`config.mk`:
```
export PLATFORM = sky130hd
export DESIGN_NAME = lsu_mem_master_flat
export DESIGN_NICKNAME = d
export VERILOG_FILES = /design/src/rtl/lsu_mem_master_pkg.sv /design/src/rtl/lsu_mem_master_if.sv /design/src/rtl/lsu_mem_master_load_extend.sv /design/src/rtl/lsu_mem_master.sv /design/src/flat_wrapper.sv
export SDC_FILE = /design/constraint.sdc
export NUM_CORES = 1
export LEC_CHECK = 0
export CAP_MARGIN = 5
export CORE_AREA = 2 2 184 186
export DETAILED_ROUTE_END_ITERATION = 6
export DIE_AREA = 0 0 186 188
export GPL_TIMING_DRIVEN = 0
export PLACE_DENSITY = 0.69
export SETUP_SLACK_MARGIN = 0.02
export SLEW_MARGIN = 20
export SYNTH_ARGS = -nofsm -noshare
export SYNTH_HDL_FRONTEND = slang
export SYNTH_HIERARCHICAL = 1
export SYNTH_SLANG_ARGS = --single-unit
```
`constraint.sdc`:
```
create_clock -name clock -period 11.05 [get_ports clock]
set_clock_uncertainty 0.15 [all_clocks]
set_input_delay 2.21 -clock clock [delete_from_list [all_inputs] [get_ports clock]]
set_output_delay 2.21 -clock clock [all_outputs]
set_load 0.05 [all_outputs]
```
`src/rtl/lsu_mem_master_pkg.sv`:
```
// Shared types and helpers for the LSU memory master: access size codes, FSM states,
// the byte-mask decoder and the natural-alignment check.
package lsu_pkg;

    localparam int BEAT_BYTES = 8;

    typedef enum logic [1:0] {
        SZ_B = 2'd0,
        SZ_H = 2'd1,
        SZ_W = 2'd2,
        SZ_D = 2'd3
    } size_e;

    typedef enum logic [1:0] {
        ST_IDLE   = 2'd0,
        ST_ACCESS = 2'd1,
        ST_RESP   = 2'd2
    } state_e;

    // Byte-length mask; stores are never shifted, so the mask always starts at lane 0.
    function automatic logic [7:0] size_to_mask(input size_e size);
        logic [7:0] mask;
        case (size)
            SZ_B:    mask = 8'h01;
            SZ_H:    mask = 8'h03;
            SZ_W:    mask = 8'h0F;
            SZ_D:    mask = 8'hFF;
            default: mask = 8'h00;
        endcase
        return mask;
    endfunction

    function automatic logic is_misaligned(input logic [2:0] addr_lo, input size_e size);
        logic mis;
        case (size)
            SZ_B:    mis = 1'b0;
            SZ_H:    mis = addr_lo[0];
            SZ_W:    mis = |addr_lo[1:0];
            SZ_D:    mis = |addr_lo;
            default: mis = 1'b0;
        endcase
        return mis;
    endfunction

endpackage

```
`src/rtl/lsu_mem_master_if.sv`:
```
// Request, response and memory-port signals between the core LSU, the memory master
// and the DPI-C memory model.
interface lsu_mem_master_if #(
    parameter int ADDR_W = 64,
    parameter int DATA_W = 64
);
    logic              req_valid;
    logic              req_ready;
    logic              req_wen;
    logic [ADDR_W-1:0] req_addr;
    logic [DATA_W-1:0] req_wdata;
    logic [1:0]        req_size;
    logic              req_unsigned;

    logic              resp_valid;
    logic              resp_ready;
    logic [DATA_W-1:0] resp_rdata;
    logic              resp_misalign;

    logic              rd_en;
    logic [ADDR_W-1:0] rd_addr;
    logic [DATA_W-1:0] rd_data;
    logic              we_en;
    logic [ADDR_W-1:0] we_addr;
    logic [DATA_W-1:0] we_data;
    logic [7:0]        we_mask;

    modport master (
        input  req_valid, req_wen, req_addr, req_wdata, req_size, req_unsigned,
        input  resp_ready, rd_data,
        output req_ready, resp_valid, resp_rdata, resp_misalign,
        output rd_en, rd_addr, we_en, we_addr, we_data, we_mask
    );

    modport slave (
        output req_valid, req_wen, req_addr, req_wdata, req_size, req_unsigned,
        output resp_ready, rd_data,
        input  req_ready, resp_valid, resp_rdata, resp_misalign,
        input  rd_en, rd_addr, we_en, we_addr, we_data, we_mask
    );
endinterface

```
`src/rtl/lsu_mem_master_load_extend.sv`:
```
// Selects the low 1/2/4/8 bytes of a memory beat and sign- or zero-extends them.
module lsu_load_extend
    import lsu_pkg::*;
#(
    parameter int DATA_W = 64
) (
    input  logic [DATA_W-1:0] rd_data,
    input  size_e             size,
    input  logic              is_unsigned,
    output logic [DATA_W-1:0] ext_data
);

    logic fill_b_s;
    logic fill_h_s;
    logic fill_w_s;

    assign fill_b_s = ~is_unsigned & rd_data[7];
    assign fill_h_s = ~is_unsigned & rd_data[15];
    assign fill_w_s = ~is_unsigned & rd_data[31];

    // Width select and extension.
    always_comb begin
        ext_data = {DATA_W{1'b0}};
        case (size)
            SZ_B:    ext_data = {{(DATA_W-8){fill_b_s}},  rd_data[7:0]};
            SZ_H:    ext_data = {{(DATA_W-16){fill_h_s}}, rd_data[15:0]};
            SZ_W:    ext_data = {{(DATA_W-32){fill_w_s}}, rd_data[31:0]};
            SZ_D:    ext_data = rd_data;
            default: ext_data = {DATA_W{1'b0}};
        endcase
    end

endmodule

```
`src/rtl/lsu_mem_master.sv`:
```
// Single-outstanding load/store initiator for the DPI-C memory port. Each accepted request
// produces exactly one single-cycle rd_en or we_en strobe and one registered response.
module lsu_mem_master
    import lsu_pkg::*;
#(
    parameter int ADDR_W      = 64,
    parameter int DATA_W      = 64,
    parameter int CHECK_ALIGN = 1
) (
    input  logic             clock,
    input  logic             reset,
    lsu_mem_master_if.master bus
);

    state_e            state_r;
    size_e             size_r;
    logic              uns_r;
    logic              wen_r;

    logic              req_ready_r;
    logic              resp_valid_r;
    logic [DATA_W-1:0] resp_rdata_r;
    logic              resp_misalign_r;
    logic              rd_en_r;
    logic [ADDR_W-1:0] rd_addr_r;
    logic              we_en_r;
    logic [ADDR_W-1:0] we_addr_r;
    logic [DATA_W-1:0] we_data_r;
    logic [7:0]        we_mask_r;

    logic [DATA_W-1:0] ext_data_s;
    logic              reject_s;
    size_e             req_size_s;

    assign req_size_s = size_e'(bus.req_size);
    assign reject_s   = (CHECK_ALIGN != 0) && is_misaligned(bus.req_addr[2:0], req_size_s);

    lsu_load_extend #(.DATA_W(DATA_W)) u_load_extend (
        .rd_data     (bus.rd_data),
        .size        (size_r),
        .is_unsigned (uns_r),
        .ext_data    (ext_data_s)
    );

    // Request/strobe/response FSM; every output below is a flop.
    always_ff @(posedge clock or posedge reset) begin
        if (reset) begin
            state_r         <= ST_IDLE;
            size_r          <= SZ_B;
            uns_r           <= 1'b0;
            wen_r           <= 1'b0;
            req_ready_r     <= 1'b0;
            resp_valid_r    <= 1'b0;
            resp_rdata_r    <= {DATA_W{1'b0}};
            resp_misalign_r <= 1'b0;
            rd_en_r         <= 1'b0;
            rd_addr_r       <= {ADDR_W{1'b0}};
            we_en_r         <= 1'b0;
            we_addr_r       <= {ADDR_W{1'b0}};
            we_data_r       <= {DATA_W{1'b0}};
            we_mask_r       <= 8'h00;
        end else begin
            case (state_r)
                ST_IDLE: begin
                    req_ready_r <= 1'b1;
                    if (bus.req_valid && req_ready_r) begin
                        req_ready_r <= 1'b0;
                        size_r      <= req_size_s;
                        uns_r       <= bus.req_unsigned;
                        wen_r       <= bus.req_wen;
                        if (reject_s) begin
                            // Rejected requests never reach the memory port.
                            state_r         <= ST_RESP;
                            resp_valid_r    <= 1'b1;
                            resp_misalign_r <= 1'b1;
                            resp_rdata_r    <= {DATA_W{1'b0}};
                        end else if (bus.req_wen) begin
                            state_r   <= ST_ACCESS;
                            we_en_r   <= 1'b1;
                            we_addr_r <= bus.req_addr;
                            we_data_r <= bus.req_wdata;
                            we_mask_r <= size_to_mask(req_size_s);
                        end else begin
                            state_r   <= ST_ACCESS;
                            rd_en_r   <= 1'b1;
                            rd_addr_r <= bus.req_addr;
                        end
                    end
                end
                ST_ACCESS: begin
                    // rd_data is combinational from rd_addr, so it is valid in this cycle.
                    rd_en_r         <= 1'b0;
                    rd_addr_r       <= {ADDR_W{1'b0}};
                    we_en_r         <= 1'b0;
                    we_addr_r       <= {ADDR_W{1'b0}};
                    we_data_r       <= {DATA_W{1'b0}};
                    we_mask_r       <= 8'h00;
                    resp_valid_r    <= 1'b1;
                    resp_misalign_r <= 1'b0;
                    resp_rdata_r    <= wen_r ? {DATA_W{1'b0}} : ext_data_s;
                    state_r         <= ST_RESP;
                end
                ST_RESP: begin
                    if (bus.resp_ready) begin
                        resp_valid_r    <= 1'b0;
                        resp_misalign_r <= 1'b0;
                        resp_rdata_r    <= {DATA_W{1'b0}};
                        req_ready_r     <= 1'b1;
                        state_r         <= ST_IDLE;
                    end else begin
                        state_r <= ST_RESP;
                    end
                end
                default: begin
                    state_r      <= ST_IDLE;
                    req_ready_r  <= 1'b0;
                    resp_valid_r <= 1'b0;
                    rd_en_r      <= 1'b0;
                    we_en_r      <= 1'b0;
                end
            endcase
        end
    end

    assign bus.req_ready     = req_ready_r;
    assign bus.resp_valid    = resp_valid_r;
    assign bus.resp_rdata    = resp_rdata_r;
    assign bus.resp_misalign = resp_misalign_r;
    assign bus.rd_en         = rd_en_r;
    assign bus.rd_addr       = rd_addr_r;
    assign bus.we_en         = we_en_r;
    assign bus.we_addr       = we_addr_r;
    assign bus.we_data       = we_data_r;
    assign bus.we_mask       = we_mask_r;

endmodule
```
`src/flat_wrapper.sv`:
```
// flat-port wrapper written by rule: the top's interface ports become plain ports
module lsu_mem_master_flat import lsu_pkg::*;
#(
    parameter int ADDR_W      = 64,
    parameter int DATA_W      = 64,
    parameter int CHECK_ALIGN = 1
)
  (clock, reset, bus_req_valid, bus_req_wen, bus_req_addr, bus_req_wdata, bus_req_size, bus_req_unsigned, bus_resp_ready, bus_rd_data, bus_req_ready, bus_resp_valid, bus_resp_rdata, bus_resp_misalign, bus_rd_en, bus_rd_addr, bus_we_en, bus_we_addr, bus_we_data, bus_we_mask);
  lsu_mem_master_if #(.ADDR_W(ADDR_W), .DATA_W(DATA_W)) bus_i ();
  input  logic clock;
  input  logic reset;
  input wire logic [$bits(bus_i.req_valid)-1:0] bus_req_valid;
  input wire logic [$bits(bus_i.req_wen)-1:0] bus_req_wen;
  input wire logic [$bits(bus_i.req_addr)-1:0] bus_req_addr;
  input wire logic [$bits(bus_i.req_wdata)-1:0] bus_req_wdata;
  input wire logic [$bits(bus_i.req_size)-1:0] bus_req_size;
  input wire logic [$bits(bus_i.req_unsigned)-1:0] bus_req_unsigned;
  input wire logic [$bits(bus_i.resp_ready)-1:0] bus_resp_ready;
  input wire logic [$bits(bus_i.rd_data)-1:0] bus_rd_data;
  output wire logic [$bits(bus_i.req_ready)-1:0] bus_req_ready;
  output wire logic [$bits(bus_i.resp_valid)-1:0] bus_resp_valid;
  output wire logic [$bits(bus_i.resp_rdata)-1:0] bus_resp_rdata;
  output wire logic [$bits(bus_i.resp_misalign)-1:0] bus_resp_misalign;
  output wire logic [$bits(bus_i.rd_en)-1:0] bus_rd_en;
  output wire logic [$bits(bus_i.rd_addr)-1:0] bus_rd_addr;
  output wire logic [$bits(bus_i.we_en)-1:0] bus_we_en;
  output wire logic [$bits(bus_i.we_addr)-1:0] bus_we_addr;
  output wire logic [$bits(bus_i.we_data)-1:0] bus_we_data;
  output wire logic [$bits(bus_i.we_mask)-1:0] bus_we_mask;
  assign bus_i.req_valid = bus_req_valid;
  assign bus_i.req_wen = bus_req_wen;
  assign bus_i.req_addr = bus_req_addr;
  assign bus_i.req_wdata = bus_req_wdata;
  assign bus_i.req_size = bus_req_size;
  assign bus_i.req_unsigned = bus_req_unsigned;
  assign bus_i.resp_ready = bus_resp_ready;
  assign bus_i.rd_data = bus_rd_data;
  assign bus_req_ready = bus_i.req_ready;
  assign bus_resp_valid = bus_i.resp_valid;
  assign bus_resp_rdata = bus_i.resp_rdata;
  assign bus_resp_misalign = bus_i.resp_misalign;
  assign bus_rd_en = bus_i.rd_en;
  assign bus_rd_addr = bus_i.rd_addr;
  assign bus_we_en = bus_i.we_en;
  assign bus_we_addr = bus_i.we_addr;
  assign bus_we_data = bus_i.we_data;
  assign bus_we_mask = bus_i.we_mask;
  lsu_mem_master #(.ADDR_W(ADDR_W), .DATA_W(DATA_W), .CHECK_ALIGN(CHECK_ALIGN)) u_core (.clock(clock), .reset(reset), .bus(bus_i));
endmodule
```
==> metrics.txt <==
hold_buf cts 0; Vias/cell roughly 5.1; drt total wl about 36000 microns; Final Instance Area between 15000 and 20000 sq um; min Tclk post-route approximately 4.4 ns; die area between 30000 and 40000 sq um; Reg-to-Reg End u_core/bus.resp_rdata[61]; row cnt between 60 and 70; share of cells above drive strength 1 between 10% and 20%; clk slew on worst S/H paths roughly 0.060 ns; First-pass DRT Iterations 4; CP top delay family buffers and inverters; leakage power about 7.6 nW; worst-case reg-to-reg path depth 7; hold_sp u_core/bus.we_data[58]; max incr delay on CP 0.70 ns; Worst setup SP type primary input; buffers and inverters on the worst path 3; Hold Path Depth 1; WP data required between 10 and 15 ns; NumNets Final around 1500; hold slack final ~0.34 ns; Die Span Y roughly 190 microns; power density over the cells ~360 nW/um^2; commonest non-fill, non-tap cell in the layout clkdlybuf4s50_1; Arrival @ worst endpoint 4.73 ns; Crit. Startpoint bus_req_addr[2]; RSZ-0062 raised after global routing false; Seq/Total Area, Yosys 63.0%; buffer depth of the longest clock path 3; Core Box Area ~33000 sq um; DRT iter0 DRCs 491; Max FO, Critical Path 10; Synthesized Nets ~1000; Area growth, synth to finish 58.1%; run status finished, final reports clean; I/O pins roughly 470; final hold vios 0; Max Slew Vio Count 0; DR vias 8988; TritonCTS Sinks between 200 and 300; global-route wire length before repair roughly 54000 microns; final setup fails 0; root buffer selected by CTS clkbuf_16; Syn Area/Cell ~13 sq um; area of the multi-input gates 3330 sq um; Reg2Reg Launch Point u_core/state_r[0]; Mapped Cells between 700 and 800; CP endpoint kind flop; Setup TNS Final 0 ns; fmax 227 MHz; fill count roughly 2900; worst-margin pin slew around 0.9 ns; CTS tree done; Cell variety after synth 39; initial antenna violation count 3; Final Cycle Share around 40%; CTS H-Tree Depth 1; Max Cap Viol 0; hold endpoint u_core/bus.we_data[58]; Peak VDD IR roughly 0.17 mV; Max-slew headroom 40.1%; crit path kind primary input to flop; GRT Residual Overflow 0; worst skew pair latency roughly 0.56 ns; Avg WL per Cell 20.6 microns; DPL Wire Length about 27000 microns; vias in the first global route 9255; setup bufs post-CTS 0; YS warnings 6; count of input and output buffers 460; Hold Crit Class flop to flop; PostCTS Resize Cnt 0; placed cell areas between 15000 and 20000 sq um; Chip Width between 150 and 200 microns; CP max-delay cell clkdlybuf4s50_1; RePlAce Congestion a little over 0.8; effective utilization at floorplan between 30% and 40%; most used cell, CP buf_2; mapped cell area 10800 sq um; CP Cell Sequence clkdlybuf4s50_1 -> a21o_1 -> a211oi_2 -> a31oi_1 -> buf_2 -> buf_2 -> a22o_1; Remaining DRCs 0; CTS Buf Count 31; flop and latch count out of synthesis about 270; R2R setup slack ~8.4 ns; largest net degree at the start of global routing 107; register area 6780 sq um; Global Route Usage Sum between 10% and 20%; commonest cells after routing, fill and taps aside clkdlybuf4s50_1 (460), dfrtp_1 (271), a22o_1 (258); antenna-violating nets left 0
==> how the worst max path moves through the flow <==
stage	endpoint	depth (start not counted)	slack (ns)
after floorplan	u_core/bus.rd_addr[0]	1	1.22
after global placement	u_core/bus.resp_rdata[18]	2	-2.24
after detailed placement	u_core/bus.we_mask[1]	7	6.02
after CTS	u_core/bus.we_addr[10]	7	6.61
after global routing	u_core/bus.we_addr[2]	7	6.51
final	u_core/bus.we_addr[3]	7	6.65
==> routing by layer <==
layer	vias up	wire length (microns)	share of wire [%]	track usage [%]
met2	404	17400	48	33.4
met5	-	11	0.030	0
met4	2	1120	3.1	6.42
met3	73	3400	9.4	6.16
li1	4072	-	-	-
met1	4437	14400	40	24.3
==> state kept, by name (all words and copies together) (netlist names) <==
signal and count:
u_core/bus.rd_addr 64, u_core/bus.resp_rdata 64, u_core/bus.we_addr 64, u_core/bus.we_data 64, u_core/bus.we_mask 4, u_core/size_r 2, u_core/state_r 2, u_core/bus.rd_en 1
u_core/bus.req_ready 1, u_core/bus.resp_misalign 1, u_core/bus.resp_valid 1, u_core/bus.we_en 1, u_core/uns_r 1, u_core/wen_r 1
==> worst register-to-register path: stages, from the launching register on <==
cell and delay (ns):
dfrtp_1 0.40, inv_1 0.08, ha_1 0.24, nor2b_1 0.17, or4b_1 0.49, a21oi_2 0.53
buf_2 0.37, a22o_1 0.17
==> through the flow <==
step / util, % / power, W / instances / worst slack, ns
after floorplan: - / 0.00387 / 798 / 1.22
final: 51.4 / 0.00612 / 1763 / 6.65
after CTS: 51.4 / 0.00617 / 1761 / 6.61
after detailed placement: 48.3 / 0.00510 / 1708 / 6.02
after global routing: 51.4 / 0.00638 / 1762 / 6.51
after global placement: 48.1 / 0.00507 / 1706 / -2.24
==> layout make-up <==
cell class	count	area share [%]
inverters	6	0.176
clock inverters	14	0.919
plain buffers	95	3.73
clock buffers	39	5.09
diodes	2	0.0294
repair buffers	462	27.4
multi-input cells	426	19.6
flip-flops and latches	271	39.8
well taps	448	3.29
==> cell usage after synthesis (all sizes together) <==
library cell  instances  area share (%)
dfrtp               271              63
a22o                258              21
buf                  78             5.3
nand3                32             1.5
o211ai               32             2.2
nand2                27            0.94
o21ai                25             1.2
clkbuf               17            0.59
a21oi                 8            0.44
inv                   6            0.21
ha                    4            0.46
mux2                  4            0.42
nor2b                 4            0.23
a31oi                 3            0.17
mux2i                 3            0.31
nor2                  3            0.10
or2                   3            0.17
a211o                 2            0.16
a21o                  2            0.14
a2bb2oi               2            0.16
and2                  2            0.12
or4b                  2            0.22
a2111oi               1            0.26
a211oi                1            0.12
and3                  1           0.058
nand4                 1           0.058
nand4bb               1            0.10
o2111ai               1           0.081
o21a                  1           0.070
o22ai                 1           0.058
o32a                  1           0.093
o32ai                 1           0.081
==> cells by family (layout without fill, tap and decap cells) <==
family / after synthesis / count (layout) / synth area share, %
compound gates: 339 / 339 / 26.2
fa+ha+maj: 4 / 4 / 0.465
buf+inv: 101 / 616 / 6.10
flops: 271 / 271 / 63.0
mux: 7 / 7 / 0.732
other cells: 0 / 2 / 0
simple gates: 76 / 76 / 3.50
==> power breakdown <==
group	leakage [nW]	switching [W]	total, W	internal [W]
clock network	0.515	0.000412	0.00103	0.000619
logic	3.48	0.00222	0.00343	0.00121
registers	3.60	0.000253	0.00166	0.00141
No activity file was read; power rests on OpenSTA's default activity.
